`config.mk`:
```
export PLATFORM = sky130hd
export DESIGN_NAME = b_g_counter
export DESIGN_NICKNAME = d
export VERILOG_FILES = /design/src/rtl/gray_pkg.sv /design/src/rtl/b_g.sv /design/src/rtl/b_g_counter.sv
export SDC_FILE = /design/constraint.sdc
export NUM_CORES = 1
export LEC_CHECK = 0
export BUFFER_PORTS_ARGS = -buffer_cell sky130_fd_sc_hd__buf_4
export CAP_MARGIN = 25
export CORE_MARGIN = 1
export CORE_UTILIZATION = 35
export DETAILED_ROUTE_END_ITERATION = 16
export GPL_TIMING_DRIVEN = 0
export PLACE_DENSITY_LB_ADDON = 0.25
export SETUP_SLACK_MARGIN = 0.2
export SLEW_MARGIN = 15
export SYNTH_ARGS = -nofsm -noshare
export SYNTH_HDL_FRONTEND = slang
export SYNTH_SLANG_ARGS = --single-unit
```
`constraint.sdc`:
```
create_clock -name clk -period 4.3 [get_ports clk]
set_input_delay 0.43 -clock clk [delete_from_list [all_inputs] [get_ports clk]]
set_output_delay 0.43 -clock clk [all_outputs]
set_load 0.05 [all_outputs]
```
`src/rtl/gray_pkg.sv`:
```
// Shared helpers for the binary/Gray counter family.
// Helpers operate on a fixed wide vector; callers zero-extend and truncate with casts.
package gray_pkg;
  localparam int DEFAULT_WIDTH = 4;
  localparam int MAX_WIDTH     = 32;

  function automatic logic [MAX_WIDTH-1:0] bin2gray(input logic [MAX_WIDTH-1:0] bin);
    return bin ^ (bin >> 1);
  endfunction

  function automatic int popcount(input logic [MAX_WIDTH-1:0] v);
    int cnt;
    cnt = 0;
    for (int i = 0; i < MAX_WIDTH; i++) begin
      cnt += int'(v[i]);
    end
    return cnt;
  endfunction
endpackage

```
`src/rtl/b_g.sv`:
```
// Combinational binary-to-Gray converter; the mirror of the g_b decoder.
module b_g
  import gray_pkg::*;
#(
  parameter int WIDTH = DEFAULT_WIDTH
) (
  input  logic [WIDTH-1:0] bin,
  output logic [WIDTH-1:0] gray
);
  assign gray = WIDTH'(bin2gray(MAX_WIDTH'(bin)));
endmodule

```
`src/rtl/b_g_counter.sv`:
```
// Up/down binary counter with registered Gray output, wrap pulse and sticky
// single-bit-change error flag.
module b_g_counter
  import gray_pkg::*;
#(
  parameter int WIDTH = DEFAULT_WIDTH
) (
  input  logic             clk,
  input  logic             rst,
  input  logic             clr,
  input  logic             load,
  input  logic [WIDTH-1:0] load_bin,
  input  logic             en,
  input  logic             up,
  output logic [WIDTH-1:0] b,
  output logic [WIDTH-1:0] g,
  output logic             wrap,
  output logic             err
);
  localparam logic [WIDTH-1:0] ALL_ONES = {WIDTH{1'b1}};

  logic [WIDTH-1:0] b_next;
  logic [WIDTH-1:0] g_next;
  logic             step;
  logic             wrap_next;
  logic             err_next;

  always_comb begin
    b_next = b;
    step   = 1'b0;
    if (clr) begin
      b_next = '0;
    end else if (load) begin
      b_next = load_bin;
    end else if (en) begin
      step   = 1'b1;
      b_next = up ? b + WIDTH'(1) : b - WIDTH'(1);
    end
  end

  b_g #(.WIDTH(WIDTH)) u_b_g (
    .bin  (b_next),
    .gray (g_next)
  );

  // Only count steps are checked; clr/load jumps are allowed to change many bits.
  always_comb begin
    wrap_next = step && (up ? (b == ALL_ONES) : (b == '0));
    err_next  = err;
    if (clr) begin
      err_next = 1'b0;
    end else if (step && (popcount(MAX_WIDTH'(g_next ^ g)) != 1)) begin
      err_next = 1'b1;
    end
  end

  always_ff @(posedge clk or posedge rst) begin
    if (rst) begin
      b    <= '0;
      g    <= '0;
      wrap <= 1'b0;
      err  <= 1'b0;
    end else begin
      b    <= b_next;
      g    <= g_next;
      wrap <= wrap_next;
      err  <= err_next;
    end
  end
endmodule

```
==> Word level (Yosys, flattened, before mapping) <==
Cells that the tools add are included.
W data, S select, Z words.
{ "totals": {"register_bits": 10, "latch_bits": 0, "mem_bits_rw": 0, "romBits": 0, "word_cells": 55, "n_memories": 0} }
{ "classes": {"add_sub_neg": 33, "mul": 0, "div_mod_pow": 0, "n_lt_le_gt_ge": 0, "eq_ne": 2, "shifts": 0, "n_mux": 10, "n_bitwise": 2, "n_reduce_logical": 4} }
{ "op_table": {"columns": ["cell", "n"], "rows": [
  ["$add A31 B1 Y32 const B", 1],
  ["$ne A32 B2 Y1 const B", 1],
  ["$add A30 B1 Y31 const B", 1],
  ["$add A29 B1 Y30 const B", 1],
  ["$add A28 B1 Y29 const B", 1],
  ["$add A27 B1 Y28 const B", 1],
  ["$add A26 B1 Y27 const B", 1],
  ["$add A25 B1 Y26 const B", 1],
  ["$add A24 B1 Y25 const B", 1],
  ["$add A23 B1 Y24 const B", 1],
  ["$add A22 B1 Y23 const B", 1],
  ["$add A21 B1 Y22 const B", 1],
  ["$add A20 B1 Y21 const B", 1],
  ["$add A19 B1 Y20 const B", 1],
  ["$add A18 B1 Y19 const B", 1],
  ["$add A17 B1 Y18 const B", 1],
  ["$add A16 B1 Y17 const B", 1],
  ["$add A15 B1 Y16 const B", 1],
  ["$mux W4", 4],
  ["$add A14 B1 Y15 const B", 1],
  ["$add A13 B1 Y14 const B", 1],
  ["$add A12 B1 Y13 const B", 1],
  ["$add A11 B1 Y12 const B", 1],
  ["$add A10 B1 Y11 const B", 1],
  ["other kinds (18)", 24]
]} }

==> Longest topological paths before layout <==
{ "depth": {"depth_word": 42, "ltp_mapped": 16, "depth_no_buf": 15} }

==> By module <==
Synthesis repeated with hierarchy kept, for this count alone.
{ "unflattened": {"hier_cells": 64, "hier_area_um2": 628.1} }
{ "modules_own_cells": {"columns": ["module", "instances", "cells_each", "area_per_inst_um2"], "rows": [
  ["b_g_counter", 1, 60, 594.3],
  ["b_g", 1, 4, 33.8]
]} }

==> Worst setup path after synthesis <==
OpenSTA, ideal clock, no wires.
{ "synth_timing": {"path_kind": "reg-to-reg", "from": "reg b[0]", "to": "reg err", "arrival_time_ps": 3461, "t_required_ps": 4179, "slack_ps": 718, "stages_incl_launch_ff": 16, "cell_sequence": "dfrtp_1 -> inv_1 -> fa_1 -> xnor2_1 -> a211oi_1 -> nor3_1 -> xor2_1 -> xnor2_1 -> fa_1 -> inv_1 -> ha_1 -> ha_1 -> nor2_1 -> a21oi_1 -> nor2_1 -> nor2_1"} }
{ "synth_between": {"elab_chain_cells": 41} }
{ "synth_lines": {"columns": ["item", "line", "rtl"], "rows": [
  ["from (decl)", "b_g_counter.sv:15", "output logic [WIDTH-1:0] b,"],
  ["from (signal assigned)", "b_g_counter.sv:64", "b <= b_next;"],
  ["$sub A4 B1 Y4 / $add A4 B1 Y4 (equally long branches)", "b_g_counter.sv:37", "b_next = up ? b + WIDTH'(1) : b - WIDTH'(1);"],
  ["$mux W4 (*)", "b_g_counter.sv:37", null],
  ["$mux W4 (*)", "b_g_counter.sv:35", "end else if (en) begin"],
  ["$mux W4 (*)", "b_g_counter.sv:33", "end else if (load) begin"],
  ["$mux W4 (*)", "b_g_counter.sv:31", "if (clr) begin"],
  ["via b_next[2]", "b_g_counter.sv:22", "logic [WIDTH-1:0] b_next;"],
  ["$xor A4 B3 Y4 (*)", "gray_pkg.sv:8", "return bin ^ (bin >> 1);"],
  ["via g_next[1]", "b_g_counter.sv:23", "logic [WIDTH-1:0] g_next;"],
  ["[... 27 more ...]", null, null],
  ["$add A27 B1 Y28 (*)", "gray_pkg.sv:15", "cnt += int'(v[i]);"],
  ["$add A28 B1 Y29 (*)", "gray_pkg.sv:15", null],
  ["$add A29 B1 Y30 (*)", "gray_pkg.sv:15", null],
  ["$add A30 B1 Y31 (*)", "gray_pkg.sv:15", null],
  ["$add A31 B1 Y32 (*)", "gray_pkg.sv:15", null],
  ["$ne A32 B2 Y1 (*)", "b_g_counter.sv:52", "end else if (step && (popcount(MAX_WIDTH'(g_next ^ g)) != 1)) begin"],
  ["$logic_and A1 B1 Y1 (*)", "b_g_counter.sv:52", null],
  ["$reduce_bool A2 Y1 (no source line) (*)", null, null],
  ["to (signal assigned)", "b_g_counter.sv:67", "err <= err_next;"],
  ["to (decl)", "b_g_counter.sv:18", "output logic err"]
]} }
Mark *: on every way through the listed nets, which the timed path passes. The rest lies on a longest branch.
A chain may end at the register's enable or synchronous reset.

==> Worst setup path after layout <==
Ends and elaborated chain as after synthesis.

==> flow_metrics.env <==
export IMPL_outcome="finished clean"
export IMPL_initial_core_util=0.370
export IMPL_grt_pass1_wl_mm=2.96
export IMPL_clk_path_buf_depth=2
export IMPL_drt_iter0_markers=4
export IMPL_drtPass1Iterations=4
export IMPL_core_area_sq_mm=0.00221
export IMPL_postCtsSetupBuffers=0
export IMPL_place_ws_ns=0.527
export IMPL_syn_nets=105
export IMPL_yosysUniqueCellTypes=35
export IMPL_routedWlPerCell_um=12.0
export IMPL_hold_buffers=0
export IMPL_grt_pass1_vias=690
export IMPL_min_period_ns=3.55
export IMPL_nNetsFinal=129
export IMPL_die_y_um=50.4
export IMPL_leakagePower_nw=0.481
export IMPL_placementRows=17
export IMPL_arrival_ns=3.70
export IMPL_cts_resized=0
export IMPL_netlist_instances=89
export IMPL_ys_seq_elements=9
export IMPL_relSlewSlack=0.681
export IMPL_cts_tree="built"
export IMPL_hold_class="in -> async"
export IMPL_ys_warn_count=0
export IMPL_htreeDepth=1
export IMPL_path_clk_slew_ns=0.06
export IMPL_startpoint="b[0]"
export IMPL_finClkSkew_ns=0.00514
export IMPL_gr_total_overflow=0
export IMPL_antenna_cells=0
export IMPL_p_total_w=0.000346
export IMPL_hold_viol=0
export IMPL_cp_max_fo=7
export IMPL_end_kind="register"
export IMPL_area_growth_pct=24.9
export IMPL_most_common_layout_cells="buf_4, dfrtp_1, nor2_1"
export IMPL_tns_ns=0
export IMPL_ant_nets=0
export IMPL_vias_per_cell=5.04
export IMPL_timing_rr_start="b[0]"
export IMPL_worstMarginPinSlew_ns=0.476
export IMPL_num_io_pins=20
export IMPL_die_area_sq_mm=0.00254
export IMPL_grtUsageTotal=0.154
export IMPL_insertion_delay_ns=0.26
export IMPL_place_gp_congestion=0.726
export IMPL_die_w_um=50.4
export IMPL_drv_slew=0
export IMPL_path_class="reg -> reg"
export IMPL_dp_cells=136
export IMPL_vias=706
export IMPL_reg2regPathDepth=15
export IMPL_cp_required_ns=4.44
export IMPL_grt_max_degree=11
export IMPL_final_common_cell="buf_4"
export IMPL_start_kind="register"
export IMPL_ir_drop_v=0.000235
export IMPL_cap_violations=0
export IMPL_setup_ws_ns=0.749
export IMPL_drive_above_1_share=0.304
export IMPL_cts_root_buf="clkbuf_4"
export IMPL_setup_viol=0
export IMPL_cts_buffers=3
export IMPL_drc=0
export IMPL_cts_num_sinks=9
export IMPL_antenna_found_initial=0
export IMPL_wirelength_mm=1.68
export IMPL_placed_area_sq_um=996
export IMPL_design_area_sq_mm=0.00102
export IMPL_rsz0062_at_grt="no"
export IMPL_port_buffer_count=19
export IMPL_stdcell_count=140
export IMPL_powerDensity_mw_per_mm2=338
export IMPL_syn_area_per_cell_sq_um=9.19
export IMPL_fmax_mhz=282
export IMPL_synth_area_sq_um=818
export IMPL_ys_seq_area_frac=0.275
export IMPL_dpl_hpwl_mm=1.31
export IMPL_period_share=0.826
## layout make-up
type	instances	area (sq um)
fillers	220	1190
multi-input cells	68	533
flip-flops and latches	9	225
repair buffers	19	143
plain buffers	6	37.5
well taps	28	35.0
clock buffers	4	26.3
inverters	6	22.5
## power breakdown
group | leakage (nW) | internal (W) | switching (W) | total (W)
Sequential | 0.116 | 0.0000950 | 0.00000892 | 0.000104
Combinational | 0.350 | 0.0000704 | 0.000105 | 0.000176
Clock | 0.0150 | 0.0000358 | 0.0000300 | 0.0000657
Total | 0.481 | 0.000201 | 0.000144 | 0.000346
## worst max-delay path, cell delays in order, from the launching register on
cell	delay, ns
dfrtp_1	0.46
inv_1	0.10
fa_1	0.44
xnor2_1	0.14
a211oi_1	0.45
nor3_1	0.15
xor2_1	0.21
xnor2_1	0.17
fa_1	0.50
inv_1	0.04
ha_1	0.19
ha_1	0.27
nor2_1	0.11
a21oi_1	0.07
nor2_1	0.08
nor2_1	0.05
## routing by layer
layer,vias to the layer above,GRT usage,share of wire
met3,5,0.0182,0.026
met2,13,0.256,0.49
met1,328,0.200,0.47
met4,0,0.0694,0.013
li1,360,-,-
met5,-,0,0
## cells by family (layout without fill, tap and decap cells)
family          after synthesis  in the layout  share of synthesized area
simple gates                 37             37                      0.284
xor+xnor                      9              9                     0.0963
buf+inv                      12             35                     0.0734
flops                         9              9                      0.275
compound gates               13             13                      0.122
fa+ha+maj                     6              6                      0.110
mux                           3              3                     0.0382
## Yosys cell counts, drive strengths merged
cell type  count  area share
a2111oi        1       0.018
a211oi         1      0.0092
a21o           1      0.0092
a21oi          4       0.024
a221oi         2       0.029
a2bb2oi        1       0.011
a31oi          1      0.0077
and3           3       0.024
buf            6       0.046
dfrtp          9        0.28
fa             2       0.049
ha             4       0.061
inv            6       0.028
mux2           1       0.014
mux2i          2       0.024
nand2b         2       0.015
nand3          2       0.012
nand3b         2       0.018
nor2           8       0.040
nor2b          5       0.038
nor3           5       0.037
nor3b          5       0.046
nor4bb         1       0.012
o21ai          1      0.0061
o22ai          1      0.0077
or2            1      0.0077
or4            1      0.0092
or4b           2       0.024
xnor2          5       0.054
xor2           4       0.043
## path summary, 6_finish.rpt
check                       end  slack (ns)
max in group asynchronous  g[0]        3.92
min in group clk           b[1]        0.35
hold / removal             b[0]        0.12
hold reg to reg             err        0.51
setup reg to reg            err        0.75
setup / recovery            err        0.75
## stage by stage
stage / utilization / hold WS, ns
after floorplan: - / 0.258
after global placement: 0.450 / 0.412
after detailed placement: 0.450 / 0.424
after CTS: 0.462 / 0.136
after global routing: 0.462 / 0.155
final: 0.462 / 0.124
## registers in the layout, indices dropped and copies added, names as in the netlist
signal / count
b: 4
g: 3
err: 1
wrap: 1
(Power assumes the default switching activity.)
